**src/rtl/prism_unpackinstr_streamer.sv**
```systemverilog
// Outbound element-to-beat streamer. It reads EPB elements per beat from the
// SP-local element memory, which returns data one cycle after the read. It
// assembles each beat and presents it on a valid/ready interface with a beat
// index and a last flag.
//
//  state   | meaning
//  --------+-----------------------------------------------------------
//  S_IDLE  | waiting for start; nbeats sampled here only
//  S_READ  | one element read per cycle, EPB cycles per beat
//  S_DRAIN | last element of the beat returns from memory
//  S_SEND  | beat presented, held until the downstream accepts it
//  S_FIN   | one-cycle done pulse
module prism_unpackinstr_streamer #(
    parameter int NTRANSFERS     = 4,
    parameter int TRANSFER_WIDTH = $clog2(NTRANSFERS),
    parameter int BEAT_WIDTH     = 128,
    parameter int ELEM_WIDTH     = 32,
    parameter int EPB            = BEAT_WIDTH / ELEM_WIDTH,
    parameter int NELEMENTS      = NTRANSFERS * EPB,
    parameter int ELEMENT_WIDTH  = $clog2(NELEMENTS)
) (
    input  logic                      clock,
    input  logic                      resetn,
    input  logic                      start,
    input  logic [TRANSFER_WIDTH:0]   nbeats,
    output logic                      busy,
    output logic                      done,
    output logic                      elem_re,
    output logic [ELEMENT_WIDTH-1:0]  elem_addr,
    input  logic [ELEM_WIDTH-1:0]     elem_rdata,
    output logic                      beat_valid,
    input  logic                      beat_ready,
    output logic [BEAT_WIDTH-1:0]     beat_data,
    output logic [TRANSFER_WIDTH-1:0] beat_transfer,
    output logic                      beat_last
);

    localparam int EIW = (EPB > 1) ? $clog2(EPB) : 1;
    localparam logic [TRANSFER_WIDTH:0] MAX_BEATS = (TRANSFER_WIDTH + 1)'(NTRANSFERS);
    localparam logic [EIW-1:0] LAST_ELEM = EIW'(EPB - 1);

    typedef enum logic [2:0] {
        S_IDLE,
        S_READ,
        S_DRAIN,
        S_SEND,
        S_FIN
    } state_t;

    state_t                    state_q, state_d;
    logic [TRANSFER_WIDTH:0]   count_q, count_d;
    logic [TRANSFER_WIDTH-1:0] beat_idx_q, beat_idx_d;
    logic [EIW-1:0]            elem_idx_q, elem_idx_d;
    logic                      rd_vld_q, rd_vld_d;
    logic [EIW-1:0]            rd_idx_q, rd_idx_d;
    logic                      busy_q, busy_d;
    logic                      done_q, done_d;
    logic                      elem_re_q, elem_re_d;
    logic [ELEMENT_WIDTH-1:0]  elem_addr_q, elem_addr_d;
    logic                      beat_valid_q, beat_valid_d;
    logic [BEAT_WIDTH-1:0]     beat_data_q, beat_data_d;
    logic [TRANSFER_WIDTH-1:0] beat_transfer_q, beat_transfer_d;
    logic                      beat_last_q, beat_last_d;

    // Next-state, counters, element capture and registered output decode
    always_comb begin
        state_d         = state_q;
        count_d         = count_q;
        beat_idx_d      = beat_idx_q;
        elem_idx_d      = elem_idx_q;
        beat_data_d     = beat_data_q;
        rd_vld_d        = elem_re_q;
        rd_idx_d        = elem_idx_q;

        // Read data lands one cycle after the request; the delayed index
        // picks its slot in the beat.
        if (rd_vld_q) begin
            beat_data_d[rd_idx_q*ELEM_WIDTH +: ELEM_WIDTH] = elem_rdata;
        end

        case (state_q)
            S_IDLE: begin
                if (start) begin
                    if (nbeats == '0) begin
                        state_d = S_FIN;
                    end else begin
                        count_d    = (nbeats > MAX_BEATS) ? MAX_BEATS : nbeats;
                        beat_idx_d = '0;
                        elem_idx_d = '0;
                        state_d    = S_READ;
                    end
                end
            end
            S_READ: begin
                if (elem_idx_q == LAST_ELEM) begin
                    elem_idx_d = '0;
                    state_d    = S_DRAIN;
                end else begin
                    elem_idx_d = elem_idx_q + 1'b1;
                end
            end
            S_DRAIN: begin
                state_d = S_SEND;
            end
            S_SEND: begin
                if (beat_valid_q && beat_ready) begin
                    if (beat_last_q) begin
                        state_d = S_FIN;
                    end else begin
                        beat_idx_d = beat_idx_q + 1'b1;
                        elem_idx_d = '0;
                        state_d    = S_READ;
                    end
                end
            end
            S_FIN: begin
                state_d = S_IDLE;
            end
            default: begin
                state_d = S_IDLE;
            end
        endcase

        busy_d          = (state_d != S_IDLE);
        done_d          = (state_d == S_FIN);
        elem_re_d       = (state_d == S_READ);
        beat_valid_d    = (state_d == S_SEND);
        elem_addr_d     = '0;
        beat_transfer_d = '0;
        beat_last_d     = 1'b0;
        if (state_d == S_READ) begin
            elem_addr_d = ELEMENT_WIDTH'(beat_idx_d) * ELEMENT_WIDTH'(EPB)
                        + ELEMENT_WIDTH'(elem_idx_d);
        end
        if (state_d == S_SEND) begin
            beat_transfer_d = beat_idx_d;
            beat_last_d     = ({1'b0, beat_idx_d} == (count_d - 1'b1));
        end
    end

    // State and output registers; reset abandons any command in flight
    always_ff @(posedge clock or negedge resetn) begin
        if (!resetn) begin
            state_q         <= S_IDLE;
            count_q         <= '0;
            beat_idx_q      <= '0;
            elem_idx_q      <= '0;
            rd_vld_q        <= 1'b0;
            rd_idx_q        <= '0;
            busy_q          <= 1'b0;
            done_q          <= 1'b0;
            elem_re_q       <= 1'b0;
            elem_addr_q     <= '0;
            beat_valid_q    <= 1'b0;
            beat_data_q     <= '0;
            beat_transfer_q <= '0;
            beat_last_q     <= 1'b0;
        end else begin
            state_q         <= state_d;
            count_q         <= count_d;
            beat_idx_q      <= beat_idx_d;
            elem_idx_q      <= elem_idx_d;
            rd_vld_q        <= rd_vld_d;
            rd_idx_q        <= rd_idx_d;
            busy_q          <= busy_d;
            done_q          <= done_d;
            elem_re_q       <= elem_re_d;
            elem_addr_q     <= elem_addr_d;
            beat_valid_q    <= beat_valid_d;
            beat_data_q     <= beat_data_d;
            beat_transfer_q <= beat_transfer_d;
            beat_last_q     <= beat_last_d;
        end
    end

    assign busy          = busy_q;
    assign done          = done_q;
    assign elem_re       = elem_re_q;
    assign elem_addr     = elem_addr_q;
    assign beat_valid    = beat_valid_q;
    assign beat_data     = beat_data_q;
    assign beat_transfer = beat_transfer_q;
    assign beat_last     = beat_last_q;

endmodule

```
**config.mk**
```make
export PLATFORM = sky130hd
export DESIGN_NAME = prism_unpackinstr_streamer
export DESIGN_NICKNAME = d
export VERILOG_FILES = /design/src/rtl/prism_unpackinstr_streamer.sv
export SDC_FILE = /design/constraint.sdc
export NUM_CORES = 1
export LEC_CHECK = 0
export ABC_AREA = 1
export CELL_PAD_IN_SITES_DETAIL_PLACEMENT = 0
export CELL_PAD_IN_SITES_GLOBAL_PLACEMENT = 1
export CORE_MARGIN = 8
export CORE_UTILIZATION = 30
export DETAILED_ROUTE_END_ITERATION = 10
export PLACE_DENSITY = 0.76
export SETUP_SLACK_MARGIN = 0.4
export SLEW_MARGIN = 20
export SYNTH_ARGS = -nofsm -noshare
export SYNTH_HDL_FRONTEND = slang
export SYNTH_SLANG_ARGS = --single-unit
```
**constraint.sdc**
```tcl
create_clock -name clock -period 4.4 [get_ports clock]
set_input_delay 1.32 -clock clock [delete_from_list [all_inputs] [get_ports clock]]
set_output_delay 1.32 -clock clock [all_outputs]
set_load 0.1 [all_outputs]
```
After elaboration in Yosys (flattened, before gate mapping)
Index checks and enable logic that the tools add are counted.
Widths: inputs -> output; s select.

storage, ports and cells
  register bits = 152
  bits of input ports = 39
  output and inout port bits = 139
  word-level logic and storage cells = 59

cells by class
  add/sub/neg operators = 5
  magnitude comparators = 1
  equality and inequality tests = 8
  shift operators = 2
  multiplexer cells = 25
  reduce and logical (&&, ||, !) cells = 4

operators by type and width
  cell                       number
  $bwmux 128                 1
  $shift 32x34->128 const A  1
  $shiftx 32x34->128         1
  $neg 7->34                 1
  $mux 3                     9
  $mux 2                     10
  $pmux 3 s4                 1
  $eq 3x2->1 const B         3
  $eq 3x1->1 const B         2
  $logic_not 3->1            2
  $pmux 2 s3                 1
  $add 2x1->2 const B        2
  $add 4x2->4                1
  $mux 4                     1
  $pmux 2 s2                 1
  $eq 2x3->1                 1
  $eq 3x3->1 const B         1
  $gt 3x3->1 const B         1
  $reduce_bool 3->1          1
  $sub 3x1->3 const B        1
  $eq 2x2->1 const B         1
  $logic_and 1x1->1          1
  $mux 1                     1

Logic depth before layout (Yosys ltp)
  depth after elaboration = 8
  mapped depth = 11
  mapped depth without buffers = 11

Worst setup path after synthesis
Ideal clock, no wire load.

  path kind = input-to-reg
  start point = in start
  end point = reg beat_last_q, in the netlist beat_last
  library setup time = 116 ps
  data arrival time = 2273 ps
  required time = 4284 ps
  setup slack = 2011 ps
  stages on the path = 9
  buffers on the path = 0
  cell sequence = nand3_2 -> inv_1 -> o21ai_0 -> a32oi_1 -> ha_1 -> inv_1 -> nand3_1 -> nand2_1 -> nor3_2

on the way
  cells in the longest elaborated chain, start to end = 5
  elaborated cells on any way between the ends = 10
  classes of those cells = add/sub: 1; eq/ne: 2; mux: 7

RTL lines
  element                RTL line  source
  from (decl)            24        input logic start,
  $mux 3                 83        if (start) begin
  $mux 3                 81        case (state_q)
  $sub 3x1->3            137       beat_last_d = ({1'b0, beat_idx_d} == (count_d - 1'b1));
  $eq 2x3->1             137
  $mux 1 *               135       if (state_d == S_SEND) begin
  named net beat_last_d  63        logic beat_last_q, beat_last_d;
  to (signal assigned)   172       beat_last_q <= beat_last_d;
  to (decl)              63

The timed path passes the listed nets; every way through them passes the cells marked *.
A chain may end at the register's enable or synchronous reset.

Worst setup path in the final report
  start point = reg beat_last_q, in the netlist beat_last
  end point = out beat_last

RTL lines
  element    RTL line  source
  to (decl)  35        output logic beat_last

No word-level cell between the ends.

==> results.md <==
* Status: finished clean
* Number of setup buffers added after CTS at 0
* Fmax at 304 MHz
* Post-CTS Resized at 0
* Cell accounting for the most synthesized area: dfrtp_1
* CP Launch Point: beat_last
* Die area at 24,500 µm²
* Yosys top cell area share at 0.643
* Final core occ at 0.442
* Yosys warns at 0
* DRT iter0 DRCs at 246
* Worst Path Max Fanout at 4
* Startpoint types: flip-flop
* Syn nets at 670
* Die X at 156 µm
* Core box area at 19,400 µm²
* Min cycle time layout at 3.29 ns
* Syn Area/Cell at 9.48 µm²
* Slowest cell on the critical path: clkdlybuf4s50_1
* Flop2flop setup slack at 2.00 ns
* #FFs+latches synth at 152
* Hold Path End: rd_idx_q[1]
* IO Pins at 178
* CTS Hold Bufs at 0
* RSZ-0062 raised after global routing: false
* R2R Path Start: rd_idx_q[0]
* Max stage delay on crit path at 1.15 ns
* FP Rows at 51
* Worst-path cell chain: clkdlybuf4s50_1
* Hold WS at 0.415 ns
* CTS buffer count at 17
* Req. time, crit path at 3.08 ns
* PortBufs at 177
* Routed wire per std cell at 17.6 µm
* Fin. max-slew vios at 0
* Clk_lat worst skew at 0.41 ns
* Setup Skew at 0.00732 ns
* Vias in the first global route at 5,152
* Worst-path clk slew at 0.06 ns
* CTS Root Cell: clkbuf_16
* Vias at 4,850
* Period utilisation layout at 0.749
* Post-synth cell types at 24
* Cell count after synthesis at 624
* # diodes at 0
* Setup ws final at 1.11 ns
* Setup-failing EPs final at 0
* Post-route ant nets at 0
* Sink Count at 152
* Dpl hpwl at 12,800 µm
* Largest net degree at the start of global routing at 85
* Final hold violations at 0
* RR Endpoint: beat_data[7]
* Worst relative slew slack at 0.306
* Syn-to-layout area delta at 45.0%
* DR pass1 iterations at 4
* Total Nets Final at 851
* Placer Congestion at 0.786
* Top delay family on crit path: buffers and inverters
* Pre-CTS setup slack at 1.31 ns
* Hold depth at 0
* Max Cap Viol at 0
* Worst Path Class, Setup: flip-flop to output port
* Number of remaining DRC errors at 0
* Drt via density at 4.48
* Hold wc startpoint: elem_idx_q[1]
* First-pass GRT wire length at 30,000 µm
* Worst EP arrival at 1.97 ns
* Number of buffers and inverters on the critical path at 1
* Initial Utilization at 0.305
* Synthesized area at 5910 µm²
* Setup TNS at 0 ns
* Initial antenna violation count at 0
* CP endpoint kind: output port
* Share of cells above drive strength 1 at 0.0722
* Die H at 156 µm
* Register area share after synthesis at 0.643
* Main area contributors after synthesis: dfrtp_1, nand2_1, o21ai_0
* H-tree levels at 4
* GRT Util Overall at 0.161
* TritonCTS clock tree: done
* Worst-Margin Slew at 1.04 ns
* Worst r2r path cells at 8
* Worst hold path type: flip-flop to flip-flop
* Final WL at 19,000 µm
* Clock buffer depth at 2
* GRT Residual Overflow at 0
-- synth_stat cells --
cell      count
clkbuf_1     24
nor3_2        1
o211ai_1      1
o21ai_0     131
dfrtp_1     152
a21oi_1       2
nand2_1     190
nor2_1       19
a31oi_4       1
buf_2         1
nand3b_1      1
ha_1          7
nand4_1       1
a22oi_1       1
inv_2         4
nor2_2        3
a32oi_1       1
o21ai_2       1
inv_1        61
o22ai_1       2
nand2_2       6
nand3_2       3
nand3_1      10
a211oi_1      1
-- layer usage --
metal	up-vias	global-route usage	share of wire
met5	-	0	0
met4	0	0.0485	0.013
met3	15	0.0532	0.081
met2	143	0.264	0.46
met1	2338	0.197	0.44
li1	2354	-	-
-- per-stage QoR --
step	std cells	instance area [µm²]
floorplan	624	5910
global placement	1051	8010
detailed placement	1051	8010
CTS	1082	8570
global route	1082	8570
finish	1082	8570
-- worst max-delay path by stage --
stage                      to  slack (ns)  depth (start not counted)
floorplan           beat_last        2.01                          9
global placement    beat_last        1.33                         10
detailed placement  beat_last        1.31                         10
CTS                 beat_last        1.07                          1
global route        beat_last        1.04                          1
finish              beat_last        1.11                          1
-- cells by family (layout without fill, tap and decap cells) --
logic type                 Yosys count  in the layout  share of synthesized area
AOI/OAI and AO/OA                  141            141                      0.125
and+or+nand+nor                    234            234                      0.160
adders and majority gates            7              7                     0.0148
buffers and inverters               90            283                     0.0573
DFF                                152            152                      0.643
-- layout by cell type (no fill, tap or decap), drive strengths merged, types with 7 or more instances in the layout --
cell	count
clkdlybuf4s50	176
nand2	196
buf	11
dfrtp	152
nand3	13
nor2	22
inv	66
ha	7
o21ai	132
clkbuf	19
-- layout make-up --
type / instances / area, µm²
fill: 1936 / 10800
sequential: 152 / 3800
inverter: 65 / 244
clock buffer: 19 / 433
timing repair buffer: 187 / 1860
clock inverter: 12 / 129
multi-input combinational: 382 / 1770
tap: 265 / 332
-- registers in the layout (all words and copies together) (netlist names), 2 cells and up --
register and count:
elem_addr 4, beat_idx_q 2, state_q 3, beat_transfer 2, count_q 3, elem_idx_q 2, rd_idx_q 2, beat_data 128
Power is not shown: default switching activity piles up to over one toggle a cycle in this logic, so the estimate is an artifact.
